### src/rtl/nand2_ate_seq.sv
`timescale 1ns/1ps
// ATE service-mode sequencer: sweeps the four i0/i1 vectors across a bank of NAND2
// bricks, samples each lane after a settle time and accumulates per-lane failures.
module nand2_ate_seq #(
    parameter int unsigned LANES  = 8,
    parameter int unsigned SETTLE = 3,
    parameter int unsigned CNT_W  = 8
) (
    input  logic             CELCLK,
    input  logic             CELRST,
    input  logic             start,
    input  logic             abort,
    input  logic [LANES-1:0] gate_o,
    output logic [LANES-1:0] gate_i0,
    output logic [LANES-1:0] gate_i1,
    output logic             busy,
    output logic             done,
    output logic             pass,
    output logic [LANES-1:0] fail_mask,
    output logic [CNT_W-1:0] err_cnt,
    output logic [1:0]       vec_idx
);

    localparam int unsigned SC_W = 8;

    localparam logic [2:0] S_IDLE   = 3'd0;
    localparam logic [2:0] S_APPLY  = 3'd1;
    localparam logic [2:0] S_SETTLE = 3'd2;
    localparam logic [2:0] S_SAMPLE = 3'd3;
    localparam logic [2:0] S_DONE   = 3'd4;

    logic [2:0]       r_state;
    logic [SC_W-1:0]  r_settle_cnt;
    logic [1:0]       r_vec_idx;
    logic             r_busy;
    logic             r_done;
    logic             r_pass;
    logic [LANES-1:0] r_gate_i0;
    logic [LANES-1:0] r_gate_i1;
    logic [LANES-1:0] r_fail_mask;
    logic [CNT_W-1:0] r_err_cnt;

    logic [2:0]       w_state_nxt;
    logic [1:0]       w_vec_nxt;
    logic             w_clear;
    logic             w_upd;
    logic             w_busy_nxt;
    logic [LANES-1:0] w_exp;
    logic [LANES-1:0] w_diff;
    logic [LANES-1:0] w_mask_nxt;
    logic [CNT_W:0]   w_pop;
    logic [CNT_W:0]   w_sum;
    logic [CNT_W-1:0] w_cnt_nxt;

    // Next state, vector index and result accumulation
    always_comb begin
        w_state_nxt = r_state;
        w_vec_nxt   = r_vec_idx;
        w_clear     = 1'b0;
        w_upd       = 1'b0;
        w_busy_nxt  = 1'b0;
        w_exp       = '0;
        w_diff      = '0;
        w_mask_nxt  = r_fail_mask;
        w_pop       = '0;
        w_sum       = '0;
        w_cnt_nxt   = r_err_cnt;

        case (r_state)
            S_IDLE, S_DONE: begin
                if (start) begin
                    w_state_nxt = S_APPLY;
                    w_vec_nxt   = 2'd0;
                    w_clear     = 1'b1;
                end
            end
            S_APPLY: begin
                w_state_nxt = abort ? S_IDLE : S_SETTLE;
            end
            S_SETTLE: begin
                if (abort) begin
                    w_state_nxt = S_IDLE;
                end else if (r_settle_cnt == '0) begin
                    w_state_nxt = S_SAMPLE;
                end
            end
            S_SAMPLE: begin
                if (abort) begin
                    w_state_nxt = S_IDLE;
                end else begin
                    w_upd = 1'b1;
                    if (r_vec_idx == 2'd3) begin
                        w_state_nxt = S_DONE;
                    end else begin
                        w_state_nxt = S_APPLY;
                        w_vec_nxt   = r_vec_idx + 2'd1;
                    end
                end
            end
            default: w_state_nxt = S_IDLE;
        endcase

        w_busy_nxt = (w_state_nxt == S_APPLY) || (w_state_nxt == S_SETTLE) ||
                     (w_state_nxt == S_SAMPLE);

        // A healthy NAND2 outputs 0 only when both inputs are 1 (vector 3)
        w_exp  = (r_vec_idx == 2'd3) ? '0 : '1;
        w_diff = gate_o ^ w_exp;
        for (int k = 0; k < int'(LANES); k++) begin
            w_pop = w_pop + (CNT_W+1)'(w_diff[k]);
        end
        w_sum = {1'b0, r_err_cnt} + w_pop;

        if (w_clear) begin
            w_mask_nxt = '0;
            w_cnt_nxt  = '0;
        end else if (w_upd) begin
            w_mask_nxt = r_fail_mask | w_diff;
            w_cnt_nxt  = w_sum[CNT_W] ? '1 : w_sum[CNT_W-1:0];
        end
    end

    always_ff @(posedge CELCLK or posedge CELRST) begin
        if (CELRST) begin
            r_state <= S_IDLE;
        end else begin
            r_state <= w_state_nxt;
        end
    end

    // Registered outputs follow the state being entered
    always_ff @(posedge CELCLK or posedge CELRST) begin
        if (CELRST) begin
            r_settle_cnt <= '0;
            r_vec_idx    <= '0;
            r_busy       <= 1'b0;
            r_done       <= 1'b0;
            r_pass       <= 1'b0;
            r_gate_i0    <= '0;
            r_gate_i1    <= '0;
            r_fail_mask  <= '0;
            r_err_cnt    <= '0;
        end else begin
            if ((w_state_nxt == S_SETTLE) && (r_state != S_SETTLE)) begin
                r_settle_cnt <= SC_W'(SETTLE - 1);
            end else if ((r_state == S_SETTLE) && (r_settle_cnt != '0)) begin
                r_settle_cnt <= r_settle_cnt - SC_W'(1);
            end
            r_vec_idx   <= w_vec_nxt;
            r_busy      <= w_busy_nxt;
            r_done      <= (w_state_nxt == S_DONE);
            r_pass      <= (w_state_nxt == S_DONE) && (w_mask_nxt == '0);
            r_gate_i0   <= w_busy_nxt ? {LANES{w_vec_nxt[1]}} : '0;
            r_gate_i1   <= w_busy_nxt ? {LANES{w_vec_nxt[0]}} : '0;
            r_fail_mask <= w_mask_nxt;
            r_err_cnt   <= w_cnt_nxt;
        end
    end

    assign gate_i0   = r_gate_i0;
    assign gate_i1   = r_gate_i1;
    assign busy      = r_busy;
    assign done      = r_done;
    assign pass      = r_pass;
    assign fail_mask = r_fail_mask;
    assign err_cnt   = r_err_cnt;
    assign vec_idx   = r_vec_idx;

endmodule
### config.mk
export PLATFORM = sky130hd
export DESIGN_NAME = nand2_ate_seq
export DESIGN_NICKNAME = d
export VERILOG_FILES = /design/src/rtl/nand2_ate_seq.sv
export SDC_FILE = /design/constraint.sdc
export NUM_CORES = 1
export LEC_CHECK = 0
export ABC_AREA = 1
export BUFFER_PORTS_ARGS = -buffer_cell sky130_fd_sc_hd__buf_4
export CAP_MARGIN = 10
export CORE_ASPECT_RATIO = 1.2
export CORE_MARGIN = 4
export CORE_UTILIZATION = 51
export CTS_BUF_LIST = sky130_fd_sc_hd__clkbuf_4
export CTS_CLUSTER_DIAMETER = 150
export DETAILED_ROUTE_END_ITERATION = 8
export PLACE_DENSITY_LB_ADDON = 0.3
export SYNTH_ARGS = -nofsm -noshare
export SYNTH_HDL_FRONTEND = slang
export SYNTH_SLANG_ARGS = --single-unit
### constraint.sdc
create_clock -name CELCLK -period 4.1 [get_ports CELCLK]
set_clock_uncertainty 0.15 [all_clocks]
set_input_delay 0 -clock CELCLK [delete_from_list [all_inputs] [get_ports CELCLK]]
set_output_delay 0 -clock CELCLK [all_outputs]
set_load 0.05 [all_outputs]
Yosys cells after proc, flatten, opt, wreduce, memory -nomap -nowiden
Cells that the tools add are included.
Word-level totals
  logic and storage cells: 69
  register bits: 48
  bits of input ports: 12
  output and inout port bits: 37
Cells by class
  equality and inequality tests: 10
  $add $sub $neg: 10
  multiplexer cells: 25
  bitwise operators: 2
  reductions and logical operators: 12
Operators by type and width (count)
  8-bit 2-to-1 mux: 10
  8-bit zero test: 2
  3-bit 2-to-1 mux: 5
  3-bit by 2-bit == test with 1-bit output, second input constant: 4
  3-bit case mux with 4 select lines: 1
  8-bit by 8-bit adder with 9-bit output: 1
  7-bit by 1-bit adder with 8-bit output: 1
  2-bit 2-to-1 mux: 4
  8-bit OR: 1
  8-bit nonzero test: 1
  8-bit by 1-bit subtractor with 8-bit output, second input constant: 1
  8-bit XOR: 1
  6-bit by 1-bit adder with 7-bit output: 1
  5-bit by 1-bit adder with 6-bit output: 1
  3-bit by 1-bit == test with 1-bit output, second input constant: 2
  3-bit == test, second input constant: 2
  4-bit by 1-bit adder with 5-bit output: 1
  3-bit by 1-bit adder with 4-bit output: 1
  1-bit 2-to-1 mux: 4
  2-bit case mux with 2 select lines: 1
  2-bit nonzero test: 2
  2-bit by 1-bit adder with 3-bit output: 1
  1-bit logical AND: 3
  3-bit zero test: 1
  other kinds (6): 7

Logic depth before layout (Yosys ltp)
  depth in word-level cells: 14
  depth in mapped cells: 18
  mapped depth without buffers: 16

Worst setup path before layout
Ideal clock, no wire load.
  path type: register to register
  start: register r_vec_idx[1], in the netlist vec_idx[1]
  end: register r_err_cnt[2], in the netlist err_cnt[2]
  cell stages (with the launch flop): 19
  path buffers: 2
  arrival: 3.867 ns
  path slack: 0.006 ns
  required time: 3.874 ns
  library setup time: 0.076 ns
  period minus slack after synthesis: 4.094 ns
  cell sequence: dfrtp_1 buf_4 nand2_2 buf_6 nand2_1 nand2_1 fa_1 inv_1 fa_1 fa_1 fa_1 inv_1 fa_1 nand3_1 nand2_1 nand3_1 inv_1 a21oi_1 o21ai_1
On the way
  word-level cells in the longest chain between the ends: 14
Ends and longest elaborated chain
  start: declaration: RTL line 34  | logic [1:0] r_vec_idx;
  start signal: assignment: RTL line 149  | r_vec_idx <= w_vec_nxt;
  2-bit == test (*): RTL line 107  | w_exp = (r_vec_idx == 2'd3) ? '0 : '1;
  8-bit 2-to-1 mux (*): RTL line 107
  8-bit XOR (*): RTL line 108  | w_diff = gate_o ^ w_exp;
  1-bit by 1-bit adder with 2-bit output: RTL line 110  | w_pop = w_pop + (CNT_W+1)'(w_diff[k]);
  2-bit by 1-bit adder with 3-bit output: RTL line 110
  3-bit by 1-bit adder with 4-bit output: RTL line 110
  4-bit by 1-bit adder with 5-bit output: RTL line 110
  5-bit by 1-bit adder with 6-bit output: RTL line 110
  6-bit by 1-bit adder with 7-bit output: RTL line 110
  7-bit by 1-bit adder with 8-bit output (*): RTL line 110
  8-bit by 8-bit adder with 9-bit output (*): RTL line 112  | w_sum = {1'b0, r_err_cnt} + w_pop;
  8-bit 2-to-1 mux (*): RTL line 119  | w_cnt_nxt = w_sum[CNT_W] ? '1 : w_sum[CNT_W-1:0];
  8-bit 2-to-1 mux (*): RTL line 117  | end else if (w_upd) begin
  8-bit 2-to-1 mux (*): RTL line 114  | if (w_clear) begin
  end signal: assignment: RTL line 156  | r_err_cnt <= w_cnt_nxt;
  end: declaration: RTL line 41  | logic [CNT_W-1:0] r_err_cnt;
Every way passes the cells marked *; elsewhere a longest branch is shown, timed or not. The select of a mux whose other input is x is not followed.
A chain may end at the register's enable or synchronous reset.

Final worst setup path
  start: register r_vec_idx[0], in the netlist vec_idx[0]
  end: register r_err_cnt[2], in the netlist err_cnt[2]
The elaborated chain is that of the path after synthesis.

==> reports/metrics.yaml <==
drt-total-wl_um: 4874
ir_worst_vdd_v: 0.0002569
clkSlewWorstSetupHoldPaths_ns: 0.11
worstSetupPathType: "reg -> reg"
cp_max_fo: 7
layout_common_cells: "53 x inv_1, 51 x nand2_1, 51 x buf_4"
num_rows: 25
timing.slew.headroom: 0.5356
finalCriticalPeriod_ns: 3.895
cp-end-kind: "flop"
postSynthAreaPerCell_um2: 7.818
layout_commonest_cell: "inv_1"
gr-usage-all-layers: 0.2031
htreeDepth: 2
synth_edf_count: 0
cts_setup_buffers: 0
max_freq_mhz: 256.7
hold_viol: 0
netlist_area_um2: 2205
dr.pass1.iters: 6
min_path_type: "in -> async"
numPortBuffers: 48
initial_core_util: 0.5422
gr-total-overflow: 0
wl_per_cell_um: 12.56
hold_slack_ns: 0.1367
dieArea_um2: 5443
syn_nets: 306
synthArstFlopShare: 1.000
status: "complete, no violations"
drt-vias-per-instance: 5.080
finalSetupViolCount: 0
cellPowerDensity_nw_per_um2: 561.5
clkSinkCount: 34
syn_to_final_growth_pct: 24.18
fin_crit_sh: 0.9500
core_um2: 4066
synth_cell_types: 28
gp_congestion: 0.8266
p_leak_nw: 1.583
synth_sequential_area_ratio: 0.3859
start_kind: "flop"
utilization: 0.6732
nNetsFinal: 357
cts_tree: "built"
final_antenna_net_count: 0
slew_violations: 0
grt_setup_unrepaired: "no"
drt_iter0_markers: 100
worstPathRequired_ns: 4.23
numCtsBuffers: 5
grt_pass1_vias: 1962
maxCapViolations: 0
die_h_um: 80.03
num_antenna_cells: 0
grt_max_degree: 35
dp_hpwl_um: 3566
drive_above_1_share: 0.2305
finalSetupTns_ns: 0
yosysWarnings: 0
clk_path_buf_depth: 2
worstMarginPinSlew_ns: 0.6944
fillers: 351
syn_inst: 282
root_buffer: "clkbuf_4"
die_w_um: 68.02
ys.flop_type: "dfrtp_1"
io-pin-count: 49
num_vias: 1971
synth_seq_cells: 34
drc: 0
critical_path_arrival_ns: 4.02
clock_latency_ns: 0.35
grt_pass1_wl_um: 8335
antenna_found_initial: 0
-- cell type report --
| type | count | area, µm² | share of cell area |
|---|---|---|---|
| Inverter | 58 | 217.7 | 0.07952 |
| Timing Repair Buffer | 62 | 493.0 | 0.1801 |
| Tap cell | 54 | 67.56 | 0.02468 |
| Multi-Input combinational cell | 172 | 1006 | 0.3675 |
| Clock inverter | 3 | 63.81 | 0.02331 |
| Sequential cell | 34 | 852.1 | 0.3112 |
| Clock buffer | 5 | 37.54 | 0.01371 |
-- repair_timing --
action / 4_1_cts / 5_1_grt
hold endpoints to repair: 56 / 0
resized for setup: 0 / 4
hold buffers: 11 / 0
setup endpoints to repair: 0 / 8
-- metrics by stage --
step	instance area, µm²	worst slack (ns)	total power (W)	instances
after CTS	2726	0.1438	0.001538	388
after floorplan	2205	0.006133	0.001036	282
final	2738	0.2051	0.001537	388
after global routing	2738	0.0001585	0.001643	388
after global placement	2515	0.3066	0.001200	369
after detailed placement	2515	0.1840	0.001216	369
-- per-layer routing --
metal / GRT usage / vias up / routed length [µm]
li1: - / 970 / -
met1: 0.2319 / 937 / 1988
met2: 0.3510 / 58 / 2544
met3: 0.05211 / 6 / 279
met4: 0.08350 / 0 / 62
met5: 0 / - / 0
-- power breakdown --
part	internal (W)	total, W	switching (W)
registers	0.000403	0.000457	0.0000538
logic	0.000251	0.000771	0.000520
clock network	0.000188	0.000309	0.000121
-- path summary, 6_finish.rpt --
check	start	to	slack, ns	cells past startpoint
setup reg to reg	vec_idx[0]	err_cnt[2]	0.21	16
max in group asynchronous	CELRST	vec_idx[0]	3.34	4
hold / removal	CELRST	r_settle_cnt[1]	0.14	4
setup / recovery	vec_idx[0]	err_cnt[2]	0.21	16
min in group CELCLK	abort	r_state[1]	0.28	3
hold reg to reg	r_settle_cnt[1]	r_settle_cnt[1]	0.39	2
-- state kept, by name, indices dropped and copies added, names as in the netlist --
register and count:
vec_idx 2, fail_mask 8, gate_i0 1, busy 1, done 1, err_cnt 8, pass 1, r_settle_cnt 8
gate_i1 1, r_state 3
-- cell families (layout without fill, tap and decap cells) --
kind of cell               after synthesis  in the layout  synth area share
and+or+nand+nor                        109            109            0.2225
buffers and inverters                   76            128            0.1623
DFF                                     34             34            0.3859
AOI/OAI and AO/OA                       44             44            0.1163
adders and majority gates               12             12           0.08513
xor gates and xnor gates                 7              7           0.02781
-- synthesized netlist by cell type (3+ instances only) --
library cell,number,area share
a21boi_0,6,0.020
a21oi_1,14,0.032
buf_4,15,0.051
dfrtp_1,34,0.39
fa_1,5,0.045
ha_1,7,0.040
inv_1,53,0.090
inv_2,4,0.0068
nand2_1,52,0.089
nand2_2,3,0.0085
nand3_1,24,0.054
nand4_1,5,0.014
nor2_1,18,0.031
nor2_2,4,0.011
o21ai_0,8,0.018
o21ai_1,10,0.023
xor2_1,7,0.028
-- critical path: stages, from the launching register on --
cell and delay, ns:
dfrtp_2 0.47, buf_4 0.18, nand3_1 0.08, nand2_1 0.09, fa_1 0.49, inv_1 0.05
fa_1 0.51, fa_1 0.43, fa_1 0.38, inv_1 0.12, fa_2 0.23, nand3_1 0.10
nand2_2 0.12, nand3_1 0.13, inv_1 0.13, a21oi_1 0.05, o21ai_1 0.11
(Power assumes the default switching activity.)
